File: src/rtl/var_delay_line.sv
// Multi-channel, valid-tagged delay line with a run-time selectable delay of
// 1..MAX_DELAY cycles, stall (hold), flush and post-reconfiguration blanking.
module var_delay_line #(
  parameter int WIDTH         = 16,
  parameter int NUM_CH        = 4,
  parameter int MAX_DELAY     = 8,
  parameter int DEFAULT_DELAY = 4
) (
  input  logic                           clock,
  input  logic                           reset,
  input  logic                           in_valid,
  input  logic [NUM_CH*WIDTH-1:0]        in_data,
  input  logic                           stall,
  input  logic                           flush,
  input  logic                           load_delay,
  input  logic [$clog2(MAX_DELAY+1)-1:0] delay_sel,
  output logic [$clog2(MAX_DELAY+1)-1:0] cur_delay,
  output logic                           out_valid,
  output logic [NUM_CH*WIDTH-1:0]        out_data,
  output logic                           busy
);

  localparam int DW     = $clog2(MAX_DELAY + 1);
  localparam int DATA_W = NUM_CH * WIDTH;

  logic [MAX_DELAY-1:0] stage_v;
  logic [DATA_W-1:0]    stage_data [MAX_DELAY];
  logic [DW-1:0]        settle_cnt;
  logic [DW-1:0]        delay_clamped;
  logic                 tap_valid;

  function automatic logic [DW-1:0] clamp_delay(input logic [DW-1:0] sel);
    if (sel == '0)                   return DW'(1);
    else if (sel > DW'(MAX_DELAY))   return DW'(MAX_DELAY);
    else                             return sel;
  endfunction

  assign delay_clamped = clamp_delay(delay_sel);

  // NOTE: state registers use non-blocking assignments so every stage samples
  // its predecessor's pre-edge value; blocking here would collapse the chain.
  always_ff @(posedge clock) begin
    if (reset) begin
      stage_v    <= '0;
      // NOTE: the data array is reset too, so out_data reads zero after reset
      // rather than stale contents; in-flight words are discarded.
      for (int i = 0; i < MAX_DELAY; i++) stage_data[i] <= '0;
      cur_delay  <= DW'(DEFAULT_DELAY);
      settle_cnt <= '0;
    end else if (flush) begin
      // Valids dropped, data retained, no shift; nothing left to blank.
      stage_v    <= '0;
      settle_cnt <= '0;
      if (load_delay) cur_delay <= delay_clamped;
    end else begin
      if (load_delay) begin
        cur_delay  <= delay_clamped;
        settle_cnt <= stall ? delay_clamped : delay_clamped - DW'(1);
      end else if (!stall && settle_cnt != '0) begin
        settle_cnt <= settle_cnt - DW'(1);
      end

      if (!stall) begin
        stage_v[0]    <= in_valid;
        stage_data[0] <= in_data;
        for (int i = 1; i < MAX_DELAY; i++) begin
          stage_v[i]    <= stage_v[i-1];
          stage_data[i] <= stage_data[i-1];
        end
      end
    end
  end

  // Output tap at stage cur_delay-1; busy covers only the active stages.
  // NOTE: every always_comb output gets a default first so no latch is inferred.
  always_comb begin
    out_data  = stage_data[0];
    tap_valid = stage_v[0];
    busy      = 1'b0;
    for (int i = 0; i < MAX_DELAY; i++) begin
      if (DW'(i + 1) == cur_delay) begin
        out_data  = stage_data[i];
        tap_valid = stage_v[i];
      end
      if (DW'(i) < cur_delay) busy = busy | stage_v[i];
    end
  end

  // Words that straddled a delay change are blanked until the pipe settles.
  assign out_valid = tap_valid && (settle_cnt == '0);

endmodule
File: config.mk
export PLATFORM = sky130hd
export DESIGN_NAME = var_delay_line
export DESIGN_NICKNAME = d
export VERILOG_FILES = /design/src/rtl/var_delay_line.sv
export SDC_FILE = /design/constraint.sdc
export NUM_CORES = 1
export LEC_CHECK = 0
export ABC_AREA = 1
export CAP_MARGIN = 20
export CELL_PAD_IN_SITES_DETAIL_PLACEMENT = 2
export CELL_PAD_IN_SITES_GLOBAL_PLACEMENT = 2
export CORE_MARGIN = 8
export CORE_UTILIZATION = 37
export DETAILED_ROUTE_END_ITERATION = 10
export PLACE_DENSITY = 0.9
export SKIP_CTS_REPAIR_TIMING = 1
export SKIP_LAST_GASP = 1
export SYNTH_ARGS = -nofsm -noshare
export SYNTH_HDL_FRONTEND = slang
export SYNTH_SLANG_ARGS = --single-unit
export TNS_END_PERCENT = 50
File: constraint.sdc
create_clock -name clock -period 53 [get_ports clock]
set_input_delay 5.3 -clock clock [delete_from_list [all_inputs] [get_ports clock]]
set_output_delay 5.3 -clock clock [all_outputs]
set_load 0.02 [all_outputs]
==> results.md, run 1 <==
- Status: complete, no violations
- Synth Net Count: approximately 3200
- Post-synthesis mux area share: 0%
- YS warnings: 0
- Slew @ Worst Pin: roughly 1.1 ns
- RSZ-0062 raised after global routing: no
- Post-Synth Simple-Gate Area: 21.9%
- Headroom to the max-slew limit: 25.1%
- Post-synthesis sequential area ratio: 60.0%
- Largest family of logic cells by synthesized area: simple AND/OR/NAND/NOR gates
- CP max stage delay: 0.82 ns
- Final hold vios: 0
- Die footprint: just under 80000 sq um
- Clock sink count: 528
- XOR/XNOR share of the synthesized area: less than 1%
- Yosys reg bits: about 530
- CTS root buf: clkbuf_16
- Diodes inserted: 0
- Post-synthesis compound-gate area fraction: 4.68%
- Drt wl/cell: 22.0 um
- Crit start category: flip-flop
- Detail Route Antenna Nets: 0
- Layout net count: roughly 3300
- Final hold slack: around 0.51 ns
- First-pass GRT wire length: 143 mm
- Initial Util: between 30% and 40%
- Core area: between 70000 and 80000 sq um
- Final setup viols: 0
- Clock H-tree levels: 2
- Via density: roughly 5.0
- Post-synth EDFFs: approximately 500
- Final GP Congestion: ~0.75
- Worst path cell trace: nand2_2 -> nor2_4 -> buf_4 -> nand2_4 -> o21ai_0 -> inv_1 -> nand2_1 -> nand2_1 -> nand2_1 -> nand2_1 -> nand2_1 -> clkdlybuf4s50_1
- Fraction of layout cells with a size suffix above 1: 3.47%
- CP Max Fanout: 66
- Clock skew: 0.0259 ns
- Die width: between 200 and 300 um
- Total CTS buffers: 60
- CTS tree: done
- Crit. Startpoint: cur_delay[2]
- Post-Syn Area: approximately 26000 sq um
- Setup crit end kind: output port
- Worst-path clk slew: 0.06 ns
- Required time worst endpoint: 47.70 ns
- Pleak: 13.5 nW
- Min Tclk post-route: 10.14 ns
- Layout area overhead: 15.2%
- Fmax: ~0.099 GHz
- FP Rows: between 90 and 100
- Sequential Area: approximately 16000 sq um
- Critical Path Most Common Cell: nand2_1
- Die Span Y: 282 um
- Final HPWL DP: around 50 mm
- Syn Area/Cell: 8.36 sq um
- Hold Path Origin: stage_v[4]
- Hold crit path type: flip-flop to flip-flop
- Final Max Tran Viols: 0
- Post-route clock period utilization: about a fifth
- I/O pin total: around 140
- DR vias: approximately 21000
- Antenna violations before repair: 0
- Port buffer count: about 140
- Clk_lat worst skew: around 0.63 ns
- Crit Path Class: flip-flop to output port
- DRC: 0
- Top FF cell, synth: edfxtp_1
- Final WL: 91.9 mm
- Critical path arrival: just under 5 ns
- DR pass1 iterations: 5
- CP bufs+invs: 3
- Maxcap violations: 0
- Total track usage: about 23%
- Remaining global-route overflow: 0
- Critical path's top delay family: simple AND/OR/NAND/NOR gates
- PwrDens: between 30 and 40 nW/um^2
- Worst R2R Start: cur_delay[0]
- Largest net degree at the start of global routing: between 150 and 200
- Area taken by multi-input logic gates: 7070 sq um
- Ys async rst share: 0%
- Slowest stage cell, crit path: nand2_4
- Initial DRC count: approximately 1300
- Vias in the first global route: approximately 24000
- Adder-cell area share of the yosys netlist: 0.0957%
- # fillers: about 7700
- Worst IR Drop VDD: 0.0238 mV
- Syn Inst Count: ~3100
- Clock buffer depth: 3
- Count of different cell masters after synthesis: 27
- Setup Total Neg Slack: 0 ns
logic make-up (layout without fill, tap and decap cells):
logic type,Yosys count,in the layout
xor+xnor,2,2
buf+inv,900,1005
simple gates,1454,1454
compound gates,241,241
flops,528,528
fa+ha+maj,2,2
routing by layer:
| layer | up-vias | GRT usage, % | share of wire, % |
|---|---|---|---|
| met2 | 498 | 41.3 | 52 |
| met3 | 229 | 3.61 | 4.2 |
| li1 | 9640 | - | - |
| met4 | 0 | 9.82 | 3.9 |
| met5 | - | 0 | 0 |
| met1 | 10600 | 27.1 | 40 |
path summary, 6_finish.rpt:
kind         cells after the start  slack, ns            to
max                             12      42.86   out_data[2]
min                              2       0.51    stage_v[4]
max reg2reg                      3      51.23  cur_delay[0]
min reg2reg                      2       0.51    stage_v[4]
layout make-up:
class | count | share of cell area [%]
sequential | 528 | 52.1
multi-input combinational | 1699 | 23.5
inverter | 730 | 9.11
clock buffer | 87 | 5.46
timing repair buffer | 165 | 5.44
tap | 940 | 3.90
clock inverter | 23 | 0.519
placed cells by master, fill, tap and decap left out, drive strengths merged, types with 16 or more instances in the layout:
master and instances:
edfxtp 512, nor2 525, nand3 196, clkdlybuf4s50 142, nand2 730, buf 23
dfxtp 16, inv 727, clkbuf 87, o21ai 217, a21oi 17, clkinv 24
synth_stat cells, types with 2 or more instances:
cell	count	area [sq um]
a21oi_1	17	85.1
buf_1	9	33.8
buf_2	55	275
buf_4	8	60.1
clkbuf_1	98	368
dfxtp_1	16	320
edfxtp_1	512	15400
ha_1	2	25.0
inv_1	724	2720
inv_2	6	22.5
nand2_1	729	2740
nand3_1	196	981
nor2_1	523	1960
nor2_2	2	12.5
nor3_1	2	10.0
o21ai_0	135	676
o21ai_1	82	410
xor2_1	2	17.5
registers in the layout, indices dropped and copies added (netlist names):
register    cells
stage_data    512
stage_v         8
cur_delay       4
settle_cnt      4
where the power goes:
group	switching [W]	internal (W)
Sequential	0.0000127	0.000488
Clock	0.000179	0.000223
Combinational	0.000115	0.0000506
Total	0.000307	0.000762
worst register-to-register path, stage by stage, from the launching register on:
cell      delay [ns]
dfxtp_4         0.64
buf_4           0.79
o211ai_1        0.19
inv_1           0.10
metrics by stage:
stage          instances  instance area [sq um]  util (%)  power, W  worst slack [ns]
6_report            4172                  30100      43.0   0.00107             42.86
5_1_grt             4172                  30100      43.0   0.00111             42.65
4_1_cts             4171                  30100      43.0   0.00108             42.62
3_5_place_dp        4061                  28300      40.4  0.000668             43.42
3_3_place_gp        4061                  28300      40.4  0.000657             43.48
2_1_floorplan       3127                  26200         -  0.000629              9.78
(Power assumes the default switching activity.)
==> run 2: changes to the inputs <==
Clock period 53 ns to 9.85 ns, I/O delays scaled along.
==> results.md, run 2 (synthesis gave the netlist of run 1 again) <==
- Final WL: ~90 mm
- Final hold vios: 0
- Slew @ Worst Pin: around 1.1 ns
- Slowest stage cell, crit path: nor2_4
- Die width: between 200 and 300 um
- Crit. Startpoint: cur_delay[3]
- # fillers: ~7700
- Clock H-tree levels: 2
- Die footprint: between 70000 and 80000 sq um
- Clock skew: roughly 0.013 ns
- Critical path arrival: a little under 5 ns
- Largest register FFs: 512
- Initial Util: between 30 and 40%
- Final GP Congestion: roughly 0.72
- Crit Path Class: flip-flop to output port
- Final setup viols: 0
- FP Rows: 97
- Via density: between 5 and 6
- Clk_lat worst skew: about 0.63 ns
- Most frequent cells in the layout: inv_1, nand2_1, nor2_1
- Regs by FF count: stage_data: 512 flops, stage_v: 8 flops
- Remaining global-route overflow: 0
- Antenna violations before repair: 2
- Min Tclk post-route: a little under 6 ns
- First-pass GRT wire length: ~140 mm
- Port buffer count: approximately 140
- DRC: 0
- Final HPWL DP: 49.1 mm
- Area taken by multi-input logic gates: approximately 7000 sq um
- Worst-path clk slew: approximately 0.06 ns
- Sequential Area: between 15000 and 20000 sq um
- Core area: about 70000 sq um
- Critical Path Most Common Cell: nand2_1
- I/O pin total: approximately 140
- Worst R2R Start: settle_cnt[0]
- Pleak: between 10 and 15 nW
- DR vias: between 20000 and 25000
- Setup crit end kind: output port
- CTS root buf: clkbuf_16
- Fraction of layout cells with a size suffix above 1: under 10%
- CP max stage delay: 0.83 ns
- Worst IR Drop VDD: between 0.1 and 0.15 mV
- Post-route clock period utilization: 60.1%
- PwrDens: ~190 nW/um^2
- Reg2Reg Depth: 7
- Clock sink count: roughly 530
- Final hold slack: 0.527 ns
- Headroom to the max-slew limit: 24.2%
- Vias in the first global route: about 24000
- Worst path cell trace: nor2_4 -> buf_4 -> buf_4 -> nand3_1 -> nand2_1 -> inv_1 -> nand2_1 -> nand2_1 -> nand2_1 -> nand2_1 -> nand2_1 -> nand2_1 -> nand2_1 -> clkdlybuf4s50_1
- Initial DRC count: 1556
- Hold crit path type: flip-flop to flip-flop
- Total track usage: between 20% and 30%
- Total CTS buffers: 59
- Layout net count: between 3000 and 4000
- Required time worst endpoint: approximately 8.9 ns
- RSZ-0062 raised after global routing: no
- CTS tree: done
- Drt wl/cell: 21.5 um
- Detail Route Antenna Nets: 0
- Status: complete, no violations
- Final Max Tran Viols: 0
- Die Span Y: roughly 280 um
- Maxcap violations: 0
- Fmax: approximately 0.17 GHz
- Setup Total Neg Slack: 0 ns
- RR Endpoint: settle_cnt[0]
- DR pass1 iterations: 5
- Crit start category: flip-flop
- Layout area overhead: 15.2%
- Largest net degree at the start of global routing: 201
- Most flops, register: stage_data
- Worst setup path end: out_data[17]
- Clock buffer depth: 3
- CP Max Fanout: 59
- Setup slack, reg-to-reg: between 8 and 9 ns
run 2: cell types whose count changed in the layout (fill, tap and decap cells not counted), sizes merged:
| cell | change |
|---|---|
| bufinv | +1 |
| clkbuf | -11 |
| clkinv | +7 |
| diode | +1 |
run 2: how the worst min path moves through the flow:
stage / slack (ns) / cells after the start / startpoint / end
CTS: 0.52 / 2 / stage_v[4] / stage_v[4]
global placement: 0.50 / 2 / stage_v[4] / stage_v[5]
detailed placement: 0.50 / 2 / stage_v[4] / stage_v[4]
floorplan: 0.46 / 2 / stage_v[6] / stage_v[6]
global route: 0.56 / 2 / stage_v[4] / stage_v[4]
finish: 0.53 / 2 / stage_v[4] / stage_v[4]
run 2: through the flow:
stage	power, W	util, %	instances	area [sq um]	setup slack (ns)
after CTS	0.00578	43.0	4168	30100	3.89
after floorplan	0.00324	-	3127	26200	0.0173
after detailed placement	0.00360	40.4	4061	28300	4.70
final	0.00572	43.0	4170	30100	3.93
after global routing	0.00593	43.0	4169	30100	3.70
after global placement	0.00354	40.4	4061	28300	4.82
run 2: layout make-up:
type | count | area share [%]
clock inverters | 31 | 0.689
inverters | 730 | 9.11
clock buffers | 76 | 5.25
well taps | 940 | 3.90
diodes | 1 | 0.00830
flip-flops and latches | 528 | 52.1
repair buffers | 165 | 5.48
multi-input cells | 1699 | 23.5
run 2: critical path: cells and delay by family (launching register included):
kind	cells	cell delay (ns)
buf+inv	4	2.09
simple gates	10	1.73
flops	1	0.41
run 2: routing by layer:
| metal | track usage, % | up-vias | part of all wire (%) | wire length, um |
|---|---|---|---|---|
| met5 | 0 | - | 0 | 0 |
| li1 | - | 9627 | - | - |
| met3 | 3.01 | 184 | 4.0 | 3540 |
| met1 | 26.6 | 10600 | 41 | 36700 |
| met2 | 40.9 | 469 | 52 | 46300 |
| met4 | 8.19 | 0 | 3.3 | 2970 |
run 2: where the power goes:
part	leakage, nW	switching, W	internal, W
clock network	0.879	0.000946	0.00120
registers	5.57	0.0000629	0.00262
logic	7.07	0.000614	0.000273
==> run 3: changes to the inputs <==
Clock period 9.85 ns to 5.9 ns, I/O delays scaled along.
==> results.md, run 3 (synthesis gave the netlist of run 1 again) <==
- Hold Path Origin: stage_v[6]
- Layout area overhead: 15.4%
- Drt wl/cell: 24.8 um
- Setup slack, reg-to-reg: roughly 4.4 ns
- Total track usage: 25.9%
- Detail Route Antenna Nets: 0
- Reg power frac: between 40% and 50%
- Largest net degree at the start of global routing: about 130
- Vias in the first global route: 25400
- Met3 wire len: 4.97 mm
- Post-route clock period utilization: a little over nine tenths
- Largest register FFs: a little over 500
- Required time worst endpoint: around 5.3 ns
- Final Max Tran Viols: 0
- Worst IR Drop VDD: between 0.2 and 0.25 mV
- Initial DRC count: 1624
- Core area: around 70000 sq um
- Top routing layer in use: met4
- DR vias: 21800
- Most flops, register: stage_data
- DR WL met2: 52.9 mm
- First-pass GRT wire length: approximately 160 mm
- Switching power share of the total: 29.9%
- Worst-path clk slew: about 0.060 ns
- FP Rows: 97
- Reg2Reg Depth: 7
- DR pass1 iterations: 5
- Clock skew: approximately 0.022 ns
- Status: complete, no violations
- Critical Path Most Common Cell: nand2_1
- Die footprint: ~79000 sq um
- Final WL: 104 mm
- I/O pin total: ~140
- RR Endpoint: settle_cnt[2]
- Critical path arrival: 5.05 ns
- Final hold slack: approximately 0.53 ns
- Setup crit end kind: output port
- Min Tclk post-route: ~5.6 ns
- Pleak: roughly 14 nW
- Maxcap violations: 0
- Clk pwr share: between 30% and 40%
- Final setup viols: 0
- CTS root buf: clkbuf_16
- Fraction of layout cells with a size suffix above 1: about 3.8%
- Comb power frac: between 10% and 20%
- Regs by FF count: stage_data: 512 flops, stage_v: 8 flops
- Clock buffer depth: 3
- Fmax: around 0.18 GHz
- Clock H-tree levels: 2
- Die Span Y: approximately 280 um
- # fillers: ~7600
- Die width: roughly 280 um
- Most frequent cells in the layout: inv_1, nand2_1, nor2_1
- Worst R2R Start: settle_cnt[0]
- Hold crit path type: flip-flop to flip-flop
- Internal cell power: roughly 0.0068 W
- Worst Hold Path EP: stage_v[7]
- DRC: 0
- Layout net count: approximately 3300
- Setup Total Neg Slack: 0 ns
- Routed metal-1 wirelength: 41.9 mm
- Crit start category: flip-flop
- Worst path cell trace: nor2_4 -> buf_4 -> nand2_4 -> nand2_1 -> nand3_1 -> nand2_1 -> nand2_1 -> nand2_1 -> nand2_1 -> nand2_1 -> nand2_1 -> nand2_1 -> clkdlybuf4s50_1
- Headroom to the max-slew limit: 24.6%
- PwrDens: 322 nW/um^2
- Final HPWL DP: roughly 54 mm
- Final hold vios: 0
- Port buffer count: 143
- Slowest stage cell, crit path: nand2_4
- Clk_lat worst skew: 0.64 ns
- Clock sink count: between 500 and 600
- Net Sw Power: 0.00290 W
- Antenna violations before repair: 3
- Initial Util: 37.3%
- RSZ-0062 raised after global routing: no
- Slew @ Worst Pin: about 1.1 ns
- CTS tree: done
- CP max stage delay: between 0.8 and 0.9 ns
- Total CTS buffers: 60
- Via density: between 5 and 6
- Crit Path Class: flip-flop to output port
- Hold path depth: 2
- Remaining global-route overflow: 0
- Final GP Congestion: around 0.73
- CP Max Fanout: 66
==> run 3: power by group through the flow <==
| stage | Sequential (W) | Combinational [W] | Clock [W] |
|---|---|---|---|
| after floorplan | 0.00457 | 0.000834 | 0 |
| after global placement | 0.00453 | 0.00138 | 0 |
| after detailed placement | 0.00456 | 0.00147 | 0 |
| after CTS | 0.00450 | 0.00157 | 0.00367 |
| after global routing | 0.00452 | 0.00169 | 0.00379 |
| final | 0.00451 | 0.00157 | 0.00363 |
==> run 3: how the worst max path moves through the flow <==
stage / from / slack [ns] / depth (start not counted) / to
6_report: cur_delay[0] / 0.26 / 13 / out_data[34]
5_1_grt: cur_delay[0] / 0.16 / 15 / out_data[22]
2_1_floorplan: stall / -3.53 / 2 / stage_data[0][0]
3_5_place_dp: cur_delay[0] / 1.27 / 15 / out_data[32]
3_3_place_gp: cur_delay[0] / 1.42 / 13 / out_data[33]
4_1_cts: cur_delay[0] / 0.26 / 13 / out_data[34]
==> run 3: metal layers <==
| metal | vias up | track usage [%] |
|---|---|---|
| li1 | 9641 | - |
| met1 | 11200 | 31.4 |
| met2 | 772 | 46.3 |
| met3 | 257 | 3.43 |
| met4 | 0 | 10.2 |
| met5 | - | 0 |
==> run 3: stage by stage <==
step	std cells	cell area [sq um]	power [W]	util, %	worst slack, ns
2_1_floorplan	3127	26200	0.00540	-	-3.53
6_report	4173	30200	0.00971	43.1	0.262
3_3_place_gp	4066	28400	0.00591	40.6	1.42
5_1_grt	4172	30200	0.0100	43.1	0.159
4_1_cts	4172	30200	0.00975	43.1	0.256
3_5_place_dp	4066	28400	0.00603	40.6	1.27
==> run 3: worst max-delay path, delay by kind of cell, from the launching register on <==
kind                   cells  cell delay (ns)
buffers and inverters      2             1.49
DFF                        1             0.52
and+or+nand+nor           11             2.36
==> run 3: final cells by class <==
cell class | count | area [sq um] | share of cell area, %
multi-input cells | 1699 | 7070 | 23.4
clock buffers | 83 | 1640 | 5.43
flip-flops and latches | 528 | 15700 | 52.0
well taps | 940 | 1180 | 3.90
repair buffers | 169 | 1710 | 5.67
inverters | 730 | 2750 | 9.10
diodes | 1 | 2.50 | 0.00829
clock inverters | 23 | 136 | 0.452
